[config.mk]
export PLATFORM = sky130hd
export DESIGN_NAME = split_eval_ctrl
export DESIGN_NICKNAME = d
export VERILOG_FILES = /design/src/rtl/split_eval_ctrl.sv
export SDC_FILE = /design/constraint.sdc
export NUM_CORES = 1
export LEC_CHECK = 0
export CAP_MARGIN = 20
export CELL_PAD_IN_SITES_DETAIL_PLACEMENT = 0
export CELL_PAD_IN_SITES_GLOBAL_PLACEMENT = 1
export CORE_MARGIN = 2
export CORE_UTILIZATION = 36
export DETAILED_ROUTE_END_ITERATION = 10
export PLACE_DENSITY = 0.89
export SYNTH_ARGS = -nofsm -noshare
export SYNTH_HDL_FRONTEND = slang
export SYNTH_SLANG_ARGS = --single-unit
export TNS_END_PERCENT = 10
[constraint.sdc]
create_clock -name clk -period 1.8 [get_ports clk]
set_clock_uncertainty 0.2 [all_clocks]
set_input_delay 0.36 -clock clk [delete_from_list [all_inputs] [get_ports clk]]
set_output_delay 0.36 -clock clk [all_outputs]
set_load 0.005 [all_outputs]
[src/rtl/split_eval_ctrl.sv]
// -----------------------------------------------------------------------------
// split_eval_ctrl
//   Sequences up to NUM_SPLITS split constraint checkers in ascending index
//   order. Each enabled split is requested once; the pass ends early on the
//   first violated split or on a checker that does not answer within TMO_CYC
//   cycles. Verdict, failing index and timeout flag hold until the next start.
//
// Ports
//   clk          clock, all state on rising edge
//   rst          synchronous active-high reset
//   start        begin a pass (sampled in IDLE only)
//   split_mask   per-split enable, captured on accepted start
//   busy         high in every state but IDLE
//   eval_req     request to the checker selected by eval_idx
//   eval_idx     index of the split being evaluated
//   eval_ack     checker response strobe, eval_result valid with it
//   eval_result  checker verdict: 1 satisfied, 0 violated
//   done         one-cycle pulse at pass completion
//   pass         verdict of last pass: 1 all enabled splits satisfied
//   fail_idx     failing or timed-out split index, 0 on pass
//   timeout      last pass ended by response timeout
//   pass_cnt     saturating count of passing evaluations
//   fail_cnt     saturating count of failing / timed-out evaluations
//
// state | meaning
// ------+------------------------------------------------------------
// IDLE  | waiting for start
// SCAN  | inspect mask bit at idx; skip disabled splits one per cycle
// REQ   | eval_req held for split idx until ack or timer terminal count
// DONE  | one-cycle done pulse, counters updated on exit
// -----------------------------------------------------------------------------
module split_eval_ctrl #(
  parameter int NUM_SPLITS = 8,
  parameter int IDX_W      = 3,
  parameter int TMO_CYC    = 64
) (
  input  logic                  clk,
  input  logic                  rst,
  input  logic                  start,
  input  logic [NUM_SPLITS-1:0] split_mask,
  output logic                  busy,
  output logic                  eval_req,
  output logic [IDX_W-1:0]      eval_idx,
  input  logic                  eval_ack,
  input  logic                  eval_result,
  output logic                  done,
  output logic                  pass,
  output logic [IDX_W-1:0]      fail_idx,
  output logic                  timeout,
  output logic [15:0]           pass_cnt,
  output logic [15:0]           fail_cnt
);

  localparam int TMO_W = (TMO_CYC > 1) ? $clog2(TMO_CYC) : 1;
  // Down-counter loaded on REQ entry; reaching zero equals TMO_CYC-1 cycles elapsed.
  localparam logic [TMO_W-1:0] TMO_LOAD = TMO_W'(TMO_CYC - 1);
  localparam logic [IDX_W-1:0] IDX_LAST = IDX_W'(NUM_SPLITS - 1);

  typedef enum logic [1:0] {
    S_IDLE = 2'd0,
    S_SCAN = 2'd1,
    S_REQ  = 2'd2,
    S_DONE = 2'd3
  } state_e;

  state_e                  state_q;
  logic [NUM_SPLITS-1:0]   mask_q;
  logic [IDX_W-1:0]        idx_q;
  logic [TMO_W-1:0]        tmr_q;
  logic                    busy_q;
  logic                    eval_req_q;
  logic                    done_q;
  logic                    pass_q;
  logic [IDX_W-1:0]        fail_idx_q;
  logic                    timeout_q;
  logic [15:0]             pass_cnt_q;
  logic [15:0]             fail_cnt_q;

  logic                    idx_last;
  logic [15:0]             pass_cnt_d;
  logic [15:0]             fail_cnt_d;

  assign idx_last   = (idx_q == IDX_LAST);
  assign pass_cnt_d = (pass_cnt_q == 16'hFFFF) ? pass_cnt_q : pass_cnt_q + 16'd1;
  assign fail_cnt_d = (fail_cnt_q == 16'hFFFF) ? fail_cnt_q : fail_cnt_q + 16'd1;

  always_ff @(posedge clk) begin
    if (rst) begin
      state_q    <= S_IDLE;
      mask_q     <= '0;
      idx_q      <= '0;
      tmr_q      <= '0;
      busy_q     <= 1'b0;
      eval_req_q <= 1'b0;
      done_q     <= 1'b0;
      pass_q     <= 1'b0;
      fail_idx_q <= '0;
      timeout_q  <= 1'b0;
      pass_cnt_q <= '0;
      fail_cnt_q <= '0;
    end else begin
      done_q <= 1'b0;
      case (state_q)
        S_IDLE: begin
          if (start) begin
            mask_q     <= split_mask;
            idx_q      <= '0;
            pass_q     <= 1'b0;
            fail_idx_q <= '0;
            timeout_q  <= 1'b0;
            busy_q     <= 1'b1;
            state_q    <= S_SCAN;
          end
        end

        S_SCAN: begin
          if (mask_q[idx_q]) begin
            tmr_q      <= TMO_LOAD;
            eval_req_q <= 1'b1;
            state_q    <= S_REQ;
          end else if (idx_last) begin
            pass_q  <= 1'b1;
            done_q  <= 1'b1;
            state_q <= S_DONE;
          end else begin
            idx_q <= idx_q + IDX_W'(1);
          end
        end

        S_REQ: begin
          // Ack wins over a coincident timer terminal count.
          if (eval_ack) begin
            eval_req_q <= 1'b0;
            if (!eval_result) begin
              fail_idx_q <= idx_q;
              done_q     <= 1'b1;
              state_q    <= S_DONE;
            end else if (idx_last) begin
              pass_q  <= 1'b1;
              done_q  <= 1'b1;
              state_q <= S_DONE;
            end else begin
              idx_q   <= idx_q + IDX_W'(1);
              state_q <= S_SCAN;
            end
          end else if (tmr_q == '0) begin
            eval_req_q <= 1'b0;
            timeout_q  <= 1'b1;
            fail_idx_q <= idx_q;
            done_q     <= 1'b1;
            state_q    <= S_DONE;
          end else begin
            tmr_q <= tmr_q - TMO_W'(1);
          end
        end

        S_DONE: begin
          if (pass_q) begin
            pass_cnt_q <= pass_cnt_d;
          end else begin
            fail_cnt_q <= fail_cnt_d;
          end
          busy_q  <= 1'b0;
          state_q <= S_IDLE;
        end

        default: begin
          busy_q     <= 1'b0;
          eval_req_q <= 1'b0;
          state_q    <= S_IDLE;
        end
      endcase
    end
  end

  assign busy     = busy_q;
  assign eval_req = eval_req_q;
  assign eval_idx = idx_q;
  assign done     = done_q;
  assign pass     = pass_q;
  assign fail_idx = fail_idx_q;
  assign timeout  = timeout_q;
  assign pass_cnt = pass_cnt_q;
  assign fail_cnt = fail_cnt_q;

endmodule

==> summary.txt <==
Setup path
  – CP endpoint kind: flip-flop
  – R2R Path End: eval_idx[2]$_SDFFE_PP0P_
  – CP Launch Type: flip-flop
  – FF-to-FF setup slack: -0.06 ns
  – Critical Path AT: 1.89 ns
  – Critical path cell sequence: buf_4, buf_4, nand2_1, o22ai_4, o31a_1, a21boi_4, o32ai_1
  – CP max FO: 4
  – Crit-path max cell delay: 0.35 ns
  – WP data required: 1.83 ns
  – Crit path top cell by count: buf_4
  – CP max stage cell: o31a_1
  – Register-to-Register Path Depth: 7
  – Setup CP Type: reg -> reg
  – RR Startpoint: eval_idx[2]$_SDFFE_PP0P_

GRT
  – Busiest grt layer: met2
  – Total track usage: 18.5%
  – Initial antenna violation count: 0
  – Grt met2 use: 31.6%
  – Vias in the first global route: 3047
  – Global-route wire length before repair: 14400 um
  – Largest net degree at the start of global routing: 33
  – GR Util met3: 4.75%
  – Total grt overflow: 0
  – Global routing usage on met1: 22.5%

Synthesis
  – Dominant synthesized flop cell: dfxtp_1
  – Main combinational cell family by area after synthesis: simple AND/OR/NAND/NOR gates
  – Mux cell area share after synthesis: 2.10%
  – Post-synthesis register bit count: 59
  – Sequential-to-total area share from yosys stat: 37.5%
  – Adder-Cell Fraction of Synth Area: 4.77%
  – Synth area leaders: dfxtp_1, nor2_1, ha_1, nand2_1, xnor2_1
  – Top cell type's share of synthesized area: 37.5%
  – XOR/XNOR Fraction of Synth Area: 7.23%
  – Largest area contributor in the netlist: dfxtp_1
  – Post-synth EDFFs: 0
  – Post-Syn Area: 3150 um^2
  – Synth cell types: 63
  – Post-synthesis simple-gate area fraction: 26.1%
  – Synth warnings: 0
  – Post-synthesis compound-gate area fraction: 18.2%
  – Syn Area/Cell: 8.68 um^2
  – Cells after Synth: 363
  – Most numerous cell in the Yosys netlist: dfxtp_1
  – Synth cell count leaders: dfxtp_1, nor2_1, nand2_1, a21oi_1, inv_1
  – Net Count, Synth: 388
  – Ys async rst share: 0%

Final layout
  – Layout overhead on the synthesized area: 51.5%
  – Fraction of layout cells with a size suffix above 1: 36.5%
  – Final cell count without fillers: 599
  – Final-stage net count: 511
  – Fin util: 55.5%
  – ANT cells: 0

Detailed routing
  – DR pass1 iterations: 7
  – Starting DRC count in detailed routing: 91
  – Per-cell routed wire length: 14.7 um
  – Drt via density: 5.27
  – Final ANT Viol Nets: 0
  – # DRC: 0
  – WL final: 8800 um
  – Via count: 3158

Pwr
  – Static leakage: 2.06 nW
  – Tot Pwr: 4.79 mW
  – Pwr/cell area: 1000 nW/um^2
  – Worst vdd ir: 0.000835 V

Floorplanning
  – Die area: 9520 um^2
  – Floorplan core area: 8590 um^2
  – Die Wd: 97.6 um
  – Starting Density: 36.7%
  – Die Ht: 97.6 um
  – Row cnt: 34
  – # IOs: 56

Timing
  – Max transition margin: 72.2%
  – Hold slack: 0.257 ns
  – Final setup vio count: 11
  – Peak Freq: 539 MHz
  – Minimum clock period: 1.86 ns
  – Hold Vio Cnt, Final: 0
  – Final period util: 103%
  – Final worst setup slack: -0.0555 ns
  – Fin. max-slew vios: 0
  – RSZ-0062 raised after global routing: true
  – Slew @ Worst Pin: 0.411 ns

Placement
  – DP HPWL: 6290 um
  – I/O Buffers: 55
  – Placed insts: 577
  – RD Place Congestion: 0.826

Clock network
  – Insertion delay to the later sink of the worst-skew pair: 0.33 ns
  – CTS Hold Bufs: 0
  – CTS tree: yes
  – Num CTS Buffers: 9
  – TritonCTS Sinks: 59
  – Clock transition at path regs: 0.07 ns
  – H-tree Lvls: 3
  – Max Buffers Root-to-Sink: 2
  – Root Driver: clkbuf_8

Run status
  – Violated checks: setup timing
  – Status: finished, violations left

Job
  – Max Cap Viol: 0

Min path
  – Hold Crit Start: rst
  – Hold path cells: 2
  – Worst min path class: in -> reg
  – Hold Path Sink: mask_q[7]$_SDFFE_PP0P_
## critical path: cells and delay by family (launching register included)
family	cells	cell delay, ns
compound gates	4	0.86
buf+inv	2	0.27
flops	1	0.32
simple gates	1	0.10
## placed cells by master, fill, tap and decap left out, types with 11 or more instances in the layout
| master | synthesis | final |
|---|---|---|
| nand2_1 | 37 | 34 |
| clkbuf_8 | 0 | 13 |
| nor2_1 | 42 | 42 |
| inv_1 | 17 | 13 |
| dlygate4sd2_1 | 0 | 25 |
| a21oi_1 | 23 | 19 |
| dfxtp_1 | 59 | 23 |
| xor2_1 | 11 | 11 |
| dfxtp_2 | 0 | 25 |
| dfxtp_4 | 0 | 11 |
| buf_4 | 0 | 64 |
| clkdlybuf4s50_1 | 0 | 21 |
| xnor2_1 | 15 | 15 |
## where the power goes
part | total, mW | internal [mW] | switching [mW]
clock network | 1.18 | 0.651 | 0.530
registers | 1.60 | 1.46 | 0.146
logic | 2.01 | 0.981 | 1.02
total | 4.79 | 3.09 | 1.70
## flip-flops by register name (all words and copies together), names as in the netlist
name and count:
fail_idx 3, busy 1, pass_cnt 16, pass 1, done 1, state_q 2, tmr_q 6, eval_req 1
fail_cnt 16, eval_idx 3, mask_q 8, timeout 1
## layout make-up
cell class,instances,area (um^2)
Clock buffer,15,186
Multi-Input combinational cell,275,2030
Clock inverter,1,5.00
Inverter,17,63.8
Sequential cell,59,1250
Tap cell,108,135
Fill cell,799,3820
Timing Repair Buffer,124,1100
## per-layer routing
layer | up-vias | part of all wire [%]
met2 | 66 | 50
met3 | 12 | 3.8
met4 | 0 | 1.7
met5 | - | 0
met1 | 1524 | 45
li1 | 1556 | -
## per-stage QoR
step	TNS [ns]	area [um^2]	setup WS (ns)
6_report	-0.302	4770	-0.0555
5_1_grt	-1.35	4770	-0.132
4_1_cts	-0.315	4650	-0.0801
3_5_place_dp	-2.91	4340	-0.260
3_3_place_gp	-2.19	4340	-0.227
2_1_floorplan	-0.106	3220	-0.0192
## worst max path at each step
stage,start,endpoint,slack [ns],depth (start not counted)
floorplan,fail_cnt[12]$_SDFFE_PP0P_,fail_cnt[1]$_SDFFE_PP0P_,-0.02,5
global placement,eval_result,eval_idx[1]$_SDFFE_PP0P_,-0.23,6
detailed placement,eval_ack,eval_idx[2]$_SDFFE_PP0P_,-0.26,6
CTS,fail_cnt[10]$_SDFFE_PP0P_,fail_cnt[10],-0.08,2
global route,eval_idx[2]$_SDFFE_PP0P_,eval_idx[1]$_SDFFE_PP0P_,-0.13,7
finish,eval_idx[2]$_SDFFE_PP0P_,eval_idx[2]$_SDFFE_PP0P_,-0.06,7
## what timing repair did
action                     4_1_cts  5_1_grt
setup buffers                    4        1
hold endpoints to repair         0        0
resized for setup               70       38
pin swaps                       12        9
cloned                           1        0
setup endpoints to repair       48       47
## logic make-up (layout without fill, tap and decap cells)
kind of cell               count (synthesis)  after routing
DFF                                       59             59
muxes                                      6              6
adders and majority gates                 12             12
buffers and inverters                     30            157
and+or+nand+nor                          152            152
xor gates and xnor gates                  26             26
AOI/OAI and AO/OA                         78             79
No activity file was read; power rests on OpenSTA's default activity.
